==> src/rtl/uart_tx_arb.sv <==
// uart_tx_arb: packet-locked round-robin arbiter sharing the UART TX FIFO
// write port between NREQ byte-stream requesters.
// Optional feature: define UART_ARB_TIMEOUT_EN to release a locked grant whose
// owner has been idle for TIMEOUT cycles (timeout_o pulses on that release).
module uart_tx_arb #(
  parameter int NREQ      = 4,
  parameter int MAX_BURST = 16,
  parameter int TIMEOUT   = 64
) (
  input  logic                clk,
  input  logic                rst,
  input  logic [NREQ-1:0]     req_valid_i,
  input  logic [8*NREQ-1:0]   req_data_i,
  input  logic [NREQ-1:0]     req_last_i,
  output logic [NREQ-1:0]     req_ready_o,
  output logic                fifo_we_o,
  output logic [7:0]          fifo_wdata_o,
  input  logic                fifo_full_i,
  output logic [NREQ-1:0]     grant_o,
  output logic                busy_o,
  output logic                timeout_o
);

  localparam int IDXW = (NREQ > 1) ? $clog2(NREQ) : 1;
  localparam int SUMW = IDXW + 1;
  localparam int CNTW = $clog2(MAX_BURST) + 1;

  typedef enum logic {
    ST_IDLE = 1'b0,
    ST_LOCK = 1'b1
  } state_t;

  // Elaboration-time parameter range guards.
  if (NREQ < 2 || NREQ > 8) begin : g_bad_nreq
    $error("uart_tx_arb: NREQ must be in 2..8");
  end
  if (MAX_BURST < 1 || MAX_BURST > 256) begin : g_bad_burst
    $error("uart_tx_arb: MAX_BURST must be in 1..256");
  end
  if (TIMEOUT < 1) begin : g_bad_timeout
    $error("uart_tx_arb: TIMEOUT must be at least 1");
  end

  state_t            state_q;
  logic [IDXW-1:0]   owner_q;
  logic [IDXW-1:0]   last_grant_q;
  logic [CNTW-1:0]   burst_cnt_q;
  logic [CNTW-1:0]   burst_cnt_d;
  logic [NREQ-1:0]   grant_q;
  logic              busy_q;
  logic              timeout_q;

  logic              pick_found_s;
  logic [IDXW-1:0]   pick_idx_s;
  logic [SUMW-1:0]   cand_sum_s;

  logic              lock_active_s;
  logic              owner_valid_s;
  logic              owner_last_s;
  logic [7:0]        owner_data_s;
  logic [NREQ-1:0]   ready_s;
  logic              we_s;
  logic [7:0]        wdata_s;
  logic              release_s;
  logic              timeout_hit_s;

  // Round-robin search: first valid requester after the last owner, wrapping modulo NREQ.
  always_comb begin
    pick_found_s = 1'b0;
    pick_idx_s   = '0;
    cand_sum_s   = '0;
    for (int i = 1; i <= NREQ; i++) begin
      cand_sum_s = {1'b0, last_grant_q} + SUMW'(i);
      if (cand_sum_s >= SUMW'(NREQ)) begin
        cand_sum_s = cand_sum_s - SUMW'(NREQ);
      end else begin
        cand_sum_s = cand_sum_s;
      end
      if (!pick_found_s && req_valid_i[cand_sum_s[IDXW-1:0]]) begin
        pick_found_s = 1'b1;
        pick_idx_s   = cand_sum_s[IDXW-1:0];
      end else begin
        pick_found_s = pick_found_s;
      end
    end
  end

  // Owner-side handshake: ready/write follow full in the same cycle; reset blocks any transfer.
  always_comb begin
    owner_valid_s = req_valid_i[owner_q];
    owner_last_s  = req_last_i[owner_q];
    owner_data_s  = req_data_i[{owner_q, 3'b000} +: 8];
    lock_active_s = (state_q == ST_LOCK) && !rst;
    ready_s       = '0;
    if (lock_active_s) begin
      ready_s[owner_q] = !fifo_full_i;
    end else begin
      ready_s = '0;
    end
    we_s = lock_active_s && owner_valid_s && !fifo_full_i;
    if (we_s) begin
      wdata_s = owner_data_s;
    end else begin
      wdata_s = 8'h00;
    end
    burst_cnt_d = burst_cnt_q + {{(CNTW-1){1'b0}}, 1'b1};
    // Last byte and burst limit on the same transfer collapse into one release.
    release_s = we_s && (owner_last_s || (burst_cnt_q == CNTW'(MAX_BURST - 1)));
  end

`ifdef UART_ARB_TIMEOUT_EN
  localparam int TOW = $clog2(TIMEOUT) + 1;
  logic [TOW-1:0] idle_cnt_q;

  // Idle-timeout detect: owner not valid and FIFO not full on the TIMEOUT-th idle cycle.
  always_comb begin
    timeout_hit_s = lock_active_s && !owner_valid_s && !fifo_full_i &&
                    (idle_cnt_q == TOW'(TIMEOUT - 1));
  end
`else
  // Without the timeout feature a locked grant is held until its packet ends.
  always_comb begin
    timeout_hit_s = 1'b0;
  end
`endif

  // Arbiter FSM: grant on pick, hold through the packet, release on last/burst/timeout.
  always_ff @(posedge clk) begin
    if (rst) begin
      state_q      <= ST_IDLE;
      owner_q      <= '0;
      last_grant_q <= IDXW'(NREQ - 1);
      burst_cnt_q  <= '0;
      grant_q      <= '0;
      busy_q       <= 1'b0;
      timeout_q    <= 1'b0;
`ifdef UART_ARB_TIMEOUT_EN
      idle_cnt_q   <= '0;
`endif
    end else begin
      timeout_q <= 1'b0;
      case (state_q)
        ST_IDLE: begin
          burst_cnt_q <= '0;
`ifdef UART_ARB_TIMEOUT_EN
          idle_cnt_q  <= '0;
`endif
          if (pick_found_s) begin
            state_q <= ST_LOCK;
            owner_q <= pick_idx_s;
            grant_q <= {{(NREQ-1){1'b0}}, 1'b1} << pick_idx_s;
            busy_q  <= 1'b1;
          end else begin
            state_q <= ST_IDLE;
            grant_q <= '0;
            busy_q  <= 1'b0;
          end
        end
        ST_LOCK: begin
          if (release_s || timeout_hit_s) begin
            state_q      <= ST_IDLE;
            last_grant_q <= owner_q;
            burst_cnt_q  <= '0;
            grant_q      <= '0;
            busy_q       <= 1'b0;
            timeout_q    <= timeout_hit_s;
          end else if (we_s) begin
            burst_cnt_q  <= burst_cnt_d;
          end else begin
            burst_cnt_q  <= burst_cnt_q;
          end
`ifdef UART_ARB_TIMEOUT_EN
          // A full FIFO is back-pressure, not owner idleness: hold the count.
          if (release_s || timeout_hit_s || owner_valid_s) begin
            idle_cnt_q <= '0;
          end else if (!fifo_full_i) begin
            idle_cnt_q <= idle_cnt_q + {{(TOW-1){1'b0}}, 1'b1};
          end else begin
            idle_cnt_q <= idle_cnt_q;
          end
`endif
        end
        default: begin
          state_q <= ST_IDLE;
          grant_q <= '0;
          busy_q  <= 1'b0;
        end
      endcase
    end
  end

  assign req_ready_o  = ready_s;
  assign fifo_we_o    = we_s;
  assign fifo_wdata_o = wdata_s;
  assign grant_o      = grant_q;
  assign busy_o       = busy_q;
  assign timeout_o    = timeout_q;

endmodule

==> config.mk <==
export PLATFORM = sky130hd
export DESIGN_NAME = uart_tx_arb
export DESIGN_NICKNAME = d
export VERILOG_FILES = /design/src/rtl/uart_tx_arb.sv
export SDC_FILE = /design/constraint.sdc
export NUM_CORES = 1
export LEC_CHECK = 0
export CAP_MARGIN = 20
export CORE_UTILIZATION = 40
export CTS_BUF_LIST = sky130_fd_sc_hd__clkbuf_4 sky130_fd_sc_hd__clkbuf_8 sky130_fd_sc_hd__clkbuf_16
export DETAILED_ROUTE_END_ITERATION = 10
export PLACE_DENSITY_LB_ADDON = 0.05
export SLEW_MARGIN = 20
export SYNTH_ARGS = -nofsm -noshare
export SYNTH_HDL_FRONTEND = slang
export SYNTH_SLANG_ARGS = --single-unit
export TNS_END_PERCENT = 30
==> constraint.sdc <==
create_clock -name clk -period 4.1 [get_ports clk]
set_input_delay 0.82 -clock clk [delete_from_list [all_inputs] [get_ports clk]]
set_output_delay 0.82 -clock clk [all_outputs]
set_load 0.01 [all_outputs]
---- After elaboration in Yosys (flattened, before gate mapping) ----
Cells that the tools add are included.
cells by class
  equal/unequal tests ..................... 3
  multiplexer cells ....................... 39
  reduce and logical (&&, ||, !) cells .... 16
  bitwise gates (word level) .............. 2
  magnitude comparators ................... 10
  shift operators ......................... 2
  add/sub/neg operators ................... 9
operator list
  kind                                                    number
  indexed part select 32 x 6 -> 8 bit                     1
  two-way mux 2 bit                                       8
  < comparator 2 x 3 -> 1 bit (second input constant)     5
  two-way mux 1 bit                                       14
  binary-select mux 1 bit (select 2 bit)                  6
  >= comparator 3 bit (second input constant)             4
  two-way mux 4 bit                                       3
  two-way mux 5 bit                                       2
  one-hot mux 5 bit (2 select lines)                      1
  logical AND 1 bit                                       8
  two-way mux 8 bit                                       1
  one-hot mux 4 bit (2 select lines)                      1
  subtractor 2 x 1 -> 2 bit (second input constant)       4
  adder 2 x 2 -> 3 bit (second input constant)            2
  adder 5 x 1 -> 5 bit (second input constant)            1
  == test 5 x 4 -> 1 bit (second input constant)          1
  logical NOT 1 bit                                       5
  bitwise AND 4 bit                                       1
  one-hot mux 1 bit (2 select lines)                      2
  AND reduction 2 bit                                     2
  << shifter 1 x 2 -> 4 bit (first input constant)        1
  adder 2 x 1 -> 3 bit (second input constant)            1
  adder 2 x 3 -> 3 bit (second input constant)            1
  inequality test 3 x 2 -> 1 bit (second input constant)  1
  other kinds (5)                                         5
storage, ports and cells
  word-level logic and storage cells ...... 87
  flip-flop bits (word level) ............. 15
  output and inout port bits .............. 19

---- Longest topological paths before layout ----
  word-level depth ........................ 18
  mapped depth ............................ 8
  mapped depth without buffers ............ 7

---- Least setup slack after synthesis ----
No wires, ideal clock.
  path type ............................... input to output
  start ................................... input port fifo_full_i
  end ..................................... output port req_ready_o[2]
  arrival ................................. 1.597 ns
  stages on the path ...................... 4
  path buffers ............................ 1
  path slack .............................. 1.683 ns
  cell sequence ........................... nor3b_1 > clkbuf_1 > nand2_1 > nor2_1
on the way
  word-level cells in the longest chain between the ends .. 3
ends and longest elaborated chain
  item                                RTL line  source
  start: declaration                  18        input logic fifo_full_i,
  logical NOT 1 bit                   96        ready_s[owner_q] = !fifo_full_i;
  bitwise AND 4 bit (no source line)  --
  two-way mux 4 bit                   95        if (lock_active_s) begin
  end: declaration                    15        output logic [NREQ-1:0] req_ready_o,
Every way passes these cells.

---- Worst setup path in the final report ----
  start ................................... input port req_valid_i[3]
  end ..................................... output port fifo_we_o
on the way
  word-level cells in the longest chain between the ends .. 4
ends and longest elaborated chain
  item                                     RTL line  source
  start: declaration                       12        input logic [NREQ-1:0] req_valid_i,
  binary-select mux 1 bit (select 2 bit)   90        owner_valid_s = req_valid_i[owner_q];
  two-way mux 1 bit (implied by the code)  90
  logical AND 1 bit (2 in series)          100       we_s = lock_active_s && owner_valid_s && !fifo_full_i;
  end: declaration                         16        output logic fifo_we_o,
Every way passes these cells. The select of a mux whose other input is x is not followed.

==> impl_metrics.yaml <==
outcome:
  status: "complete, no violations"
synth:
  synth_seq_cells: 15
  synth_compound_area_share_pct: 17.3
  synth.area.top_cells: "dfxtp_1 28%, mux4_2 19%, and3_1 5.9%, a32o_1 3.8%, a21oi_1 3.3%"
  syn-cell-area_um2: 1050
  synth-async-reset-ratio_pct: 0
  synth_xor_area_share_pct: 0
  syn-num-nets: 159
  yosys.cell_types.count: 38
  yosys.area.top_type: "dfxtp_1"
  synth_ff_type: "dfxtp_1"
  synthCells: 114
  synth_common_cells: "15 x dfxtp_1, 10 x and3_1, 9 x mux4_2"
  muxShareOfSynthArea_pct: 21.1
  yosys_warnings: 0
  yosys.area_share.simple_pct: 25.0
  synth_edf_count: 0
  synthAdderAreaFrac_pct: 2.37
  synth_top_family_by_area: "simple AND/OR/NAND/NOR gates"
  synth_top_cell_area_share_pct: 28.5
  synth.most_common_cell: "dfxtp_1"
  ys_seq_area_share_pct: 28.5
  syn-mean-instance-area_um2: 9.25
drt:
  route.detailed.drc: 0
  vias_per_cell: 5.45
  drtIter0Drc: 21
  firstDrtPassIters: 4
  ant_nets: 0
  num_vias: 1106
  routed_wl_um: 2850
  routedWlPerCell_um: 14.0
clock_network:
  cts_buffers: 3
  post-cts-setup-buffers: 0
  worstSkewPairLatency_ns: 0.29
  clock-sinks: 15
  cts_resized: 0
  clockBufferDepth: 2
  hold_buffers: 0
  htreeDepth: 1
  tritoncts: "done"
  path_clk_slew_ns: 0.08
  root_buffer: "clkbuf_4"
layout:
  stdcell_count: 203
  diodes: 0
  final_area_um2: 1690
  syn2layout_area_growth_pct: 60.6
  drive_gt1_share_pct: 10.4
  num-nets-final: 219
worst_setup_path:
  rr_endpoint: "state_q"
  critical_path_class: "in -> out"
  worstSetupEndpointType: "output port"
  crit_slowest_cell: "mux4_2"
  worst_setup_path_start_kind: "input port"
  cp-endpoint: "fifo_we_o"
  max_stage_delay_ns: 0.62
  rr_startpoint: "owner_q[0]"
  crit_chain: "clkdlybuf4s50_1, mux4_2, nand2_2, inv_2, clkdlybuf4s50_1"
  critPathArrivalTime_ns: 2.68
  crit_start: "req_valid_i[3]"
  required_ns: 3.28
  reg2regPathDepth: 5
  timing.critical_path.mode_cell: "clkdlybuf4s50_1"
  reg2reg_slack_ns: 2.07
  crit_fanout: 10
hold_path:
  min_path_type: "reg -> reg"
sta:
  slew-limit-headroom_pct: 59.7
  drv_slew: 0
  fin_skew_ns: 0.00470
  fin_crit_ns: 3.50
  worst_pin_slew_ns: 0.604
  rsz0062_at_grt: "no"
  setup_violations: 0
  finalCritPeriodShare_pct: 85.4
  hold_viol: 0
  clock.fmax_mhz: 285
  tns_ns: 0
floorplanning:
  row_count: 18
  die-area_um2: 2850
  die_y_um: 53.4
  pin_count: 62
  die-width_um: 53.4
  start_util_pct: 42.6
  core_area_um2: 2480
pwr:
  powerDensity_nw_per_um2: 245
  p_leak_nw: 0.626
  clkPwrFrac_pct: 20.5
  comb_power_share_pct: 37.7
  seq_power_share_pct: 41.9
  intPower_uw: 292
  ir_worst_vdd_uv: 277
  switching_share_pct: 29.6
  p_switching_uw: 123
global_routing:
  grt_max_degree: 18
  grt_overflow: 0
  grtUsageTotal_pct: 21.9
  antenna_found_initial: 0
  grt_pass1_vias: 1094
  grt_pass1_wl_um: 4530
placement:
  placedCellCount: 199
  dpl_cell_area_um2: 1670
  port_buffers: 60
  place.gp.congestion: 0.759
  dpl.hpwl_um: 2240
flow_run:
  maxCapViolCount: 0
## power groups by stage
stage	sequential, mW	combinational (mW)	clock (mW)
2_1_floorplan	0.169	0.0926	0
5_1_grt	0.177	0.171	0.0915
4_1_cts	0.174	0.157	0.0885
3_3_place_gp	0.177	0.154	0
6_report	0.174	0.156	0.0849
3_5_place_dp	0.178	0.156	0
## critical path: cells and delay by family
kind                   cells  cell delay [ns]
buffers and inverters      3             1.04
multiplexers               1             0.62
AND/OR/NAND/NOR            1             0.20
## cell usage in the layout (no fill, tap or decap), types with 2 or more instances in the layout
| cell | n |
|---|---|
| ha_1 | 2 |
| nor3_1 | 3 |
| nand3_1 | 3 |
| or2_1 | 2 |
| a21oi_1 | 7 |
| clkdlybuf4s50_1 | 60 |
| a32o_1 | 4 |
| nand3b_1 | 2 |
| inv_1 | 2 |
| nor2_1 | 8 |
| mux2i_1 | 2 |
| a21o_1 | 2 |
| nand2_1 | 6 |
| mux4_2 | 9 |
| buf_4 | 2 |
| o21ai_0 | 5 |
| nor4_1 | 2 |
| dfxtp_1 | 15 |
| nand2b_1 | 3 |
| and3_1 | 10 |
| clkbuf_4 | 3 |
| nor2b_1 | 5 |
| inv_2 | 2 |
## state kept, by name, indices dropped and copies added (netlist names)
signal        count
grant_o           4
last_grant_q      2
state_q           1
busy_o            1
burst_cnt_q       5
owner_q           2
## worst min-delay path by stage
| stage | start | end | slack (ns) | cells after the start |
|---|---|---|---|---|
| after CTS | burst_cnt_q[4] | burst_cnt_q[4] | 0.47 | 2 |
| after detailed placement | burst_cnt_q[4] | burst_cnt_q[4] | 0.45 | 2 |
| after global routing | burst_cnt_q[4] | burst_cnt_q[4] | 0.48 | 2 |
| after global placement | busy_o | busy_o | 0.44 | 1 |
| after floorplan | burst_cnt_q[4] | burst_cnt_q[4] | 0.43 | 2 |
| final | burst_cnt_q[4] | burst_cnt_q[4] | 0.46 | 2 |
## metal layers
metal | global-route usage (%) | up-vias | wire [um]
li1 | - | 554 | -
met3 | 2.87 | 7 | 279
met4 | 9.65 | 0 | 55
met5 | 0 | - | 0
met2 | 37.3 | 49 | 1270
met1 | 27.0 | 496 | 1240
## final cells by class
cell class | instances | area [um^2]
well taps | 30 | 37.5
clock inverters | 1 | 5.00
fillers | 205 | 783
repair buffers | 62 | 616
clock buffers | 3 | 22.5
multi-input cells | 88 | 698
flip-flops and latches | 15 | 300
inverters | 4 | 15.0
## kinds of logic after synthesis
logic type      count (synthesis)
fa+ha+maj                       2
other cells                     1
mux                            11
flops                          15
buf+inv                        11
simple gates                   48
compound gates                 26
## stage by stage
stage	util (%)	total power [mW]	hold slack, ns	worst slack, ns
4_1_cts	68.4	0.420	0.465	0.597
6_report	68.4	0.415	0.461	0.597
3_5_place_dp	67.3	0.334	0.452	0.593
5_1_grt	68.4	0.439	0.484	0.500
3_3_place_gp	67.3	0.331	0.436	0.636
2_1_floorplan	-	0.261	0.432	1.68
(Power assumes the default switching activity.)
==> edit (config.mk and constraints unchanged) <==
Build with the macro `UART_ARB_TIMEOUT_EN` defined.
--- a/src/rtl/uart_tx_arb.sv
+++ b/src/rtl/uart_tx_arb.sv
@@ -3,4 +3,6 @@
 // Optional feature: define UART_ARB_TIMEOUT_EN to release a locked grant whose
 // owner has been idle for TIMEOUT cycles (timeout_o pulses on that release).
+`define UART_ARB_TIMEOUT_EN
+
 module uart_tx_arb #(
   parameter int NREQ      = 4,
Formal check against the unedited RTL: same outputs for any inputs over 10 cycles, from zero or initial values and one cycle with rst high; that may be too few to reach the edited logic, so the function may still have changed.
==> edit against the original RTL <==
Utilization down 7.2 points. Clock skew is 0.0018 ns lower. Sequential cell count rose by 8. Total power up 20%. Design area increased by 21%. Sequential power rose by 45%. Wire length grew 25%. Worst setup slack got worse by 0.063 ns. Area after synthesis is 33% higher. Largest cell class unchanged.
==> edit: results (changes against the original RTL) <==
- Multi-input gate area: 853 sq um (+22%)
- Synth cell types: 41 (+7.9%)
- Nonclk inv count: 7 (+3)
- Routed len/inst: 14.7 um (+4.5%)
- Tcrit/Tclk final: 0.870 (+0.0153)
- M2 GR Usage: 0.370 (-0.00335)
- Max FFs per register: 7 (+2)
- # fillers: 301 (+47%)
- R2r worst-path depth: 4 (-1)
- Nets: 244 (+11%)
- Worst clock skew: 0.00292 ns (-0.00178 ns)
- DRT iter0 DRCs: 44 (+110%)
- Clk cell area share: 0.0135 (-0.00278)
- Design Area, Final: 2040 sq um (+21%)
- Routability congestion estimate: 0.766 (+0.92%)
- Leakage: 0.774 nW (+24%)
- Vias per Instance: 5.46 (+0.23%)
- Data arrival time of the critical path: 2.75 ns (+0.07 ns)
- Yosys reg bits: 23 (+8)
- Sequential fraction of the synthesis area: 0.329 (+0.0442)
- Routed WL: 3560 um (+25%)
- Synth area leaders: dfxtp_1 (33%), mux4_1 (9.4%), mux4_2 (8.0%)
- Sequential share of cell area: 0.225 (+0.0481)
- Multi-In Gates: 101 (+15%)
- Hold EP: idle_cnt_q[6]$_SDFFE_PP0P_
- Most flops, register: idle_cnt_q
- Share of layout cells above drive strength 1: 0.0761 (-0.0279)
- Skew-Pair Late Insertion Delay: 0.31 ns (+0.02 ns)
- # port buffers: 61 (+1.7%)
- Hpwl dp: 2810 um (+26%)
- Largest net degree at the start of global routing: 17 (-1)
- R2r endpoint: grant_o[0]$_SDFFE_PP0P_
- Max stage delay on crit path: 0.65 ns (+0.03 ns)
- Non-clock buffer share: 0.303 (-0.0609)
- Outcome: finished, final reports clean
- Syn_nets: 188 (+18%)
- Largest fanout on the critical path: 15 (+5)
- Slew Limit Headroom: 0.475 (-0.122)
- Total global-route track usage: 0.201 (-0.0179)
- Flop-to-flop setup slack: 1.36 ns (-0.71 ns)
- Worst vdd ir: 148 uV (-47%)
- Worst slack, placed: 0.537 ns (-0.0555 ns)
- Synth Area per Inst: 9.86 sq um (+6.6%)
-- edit: cell types whose count changed in the layout (fill, tap and decap cells not counted), moves of 4 or more --
cell     change
xor2_1       +5
mux4_2       -4
mux4_1       +5
nor2_1       +9
a21oi_1      -5
inv_1        +5
dfxtp_1      +8
-- edit: kinds of logic (layout without fill, tap and decap cells) --
kind of cell / after synthesis / in the layout / synth area share
AO/OA/AOI/OAI: 22 / 22 / 0.121
AND/OR/NAND/NOR: 56 / 56 / 0.223
multiplexers: 12 / 12 / 0.189
XOR/XNOR: 8 / 8 / 0.0500
buffers and inverters: 18 / 73 / 0.0617
adder cells (fa/ha/maj): 3 / 3 / 0.0268
flip-flops: 23 / 23 / 0.329
-- edit: power by group --
part           switching (mW)  internal [mW]  total, mW
Clock                  0.0653         0.0364      0.102
Combinational          0.0497         0.0926      0.142
Sequential             0.0195          0.234      0.253
Total                   0.134          0.363      0.497
-- edit: layer usage --
layer  share of wire  wire length, um
met1            0.40             1410
met2            0.48             1690
met3            0.11              401
met4           0.015               52
met5               0                0
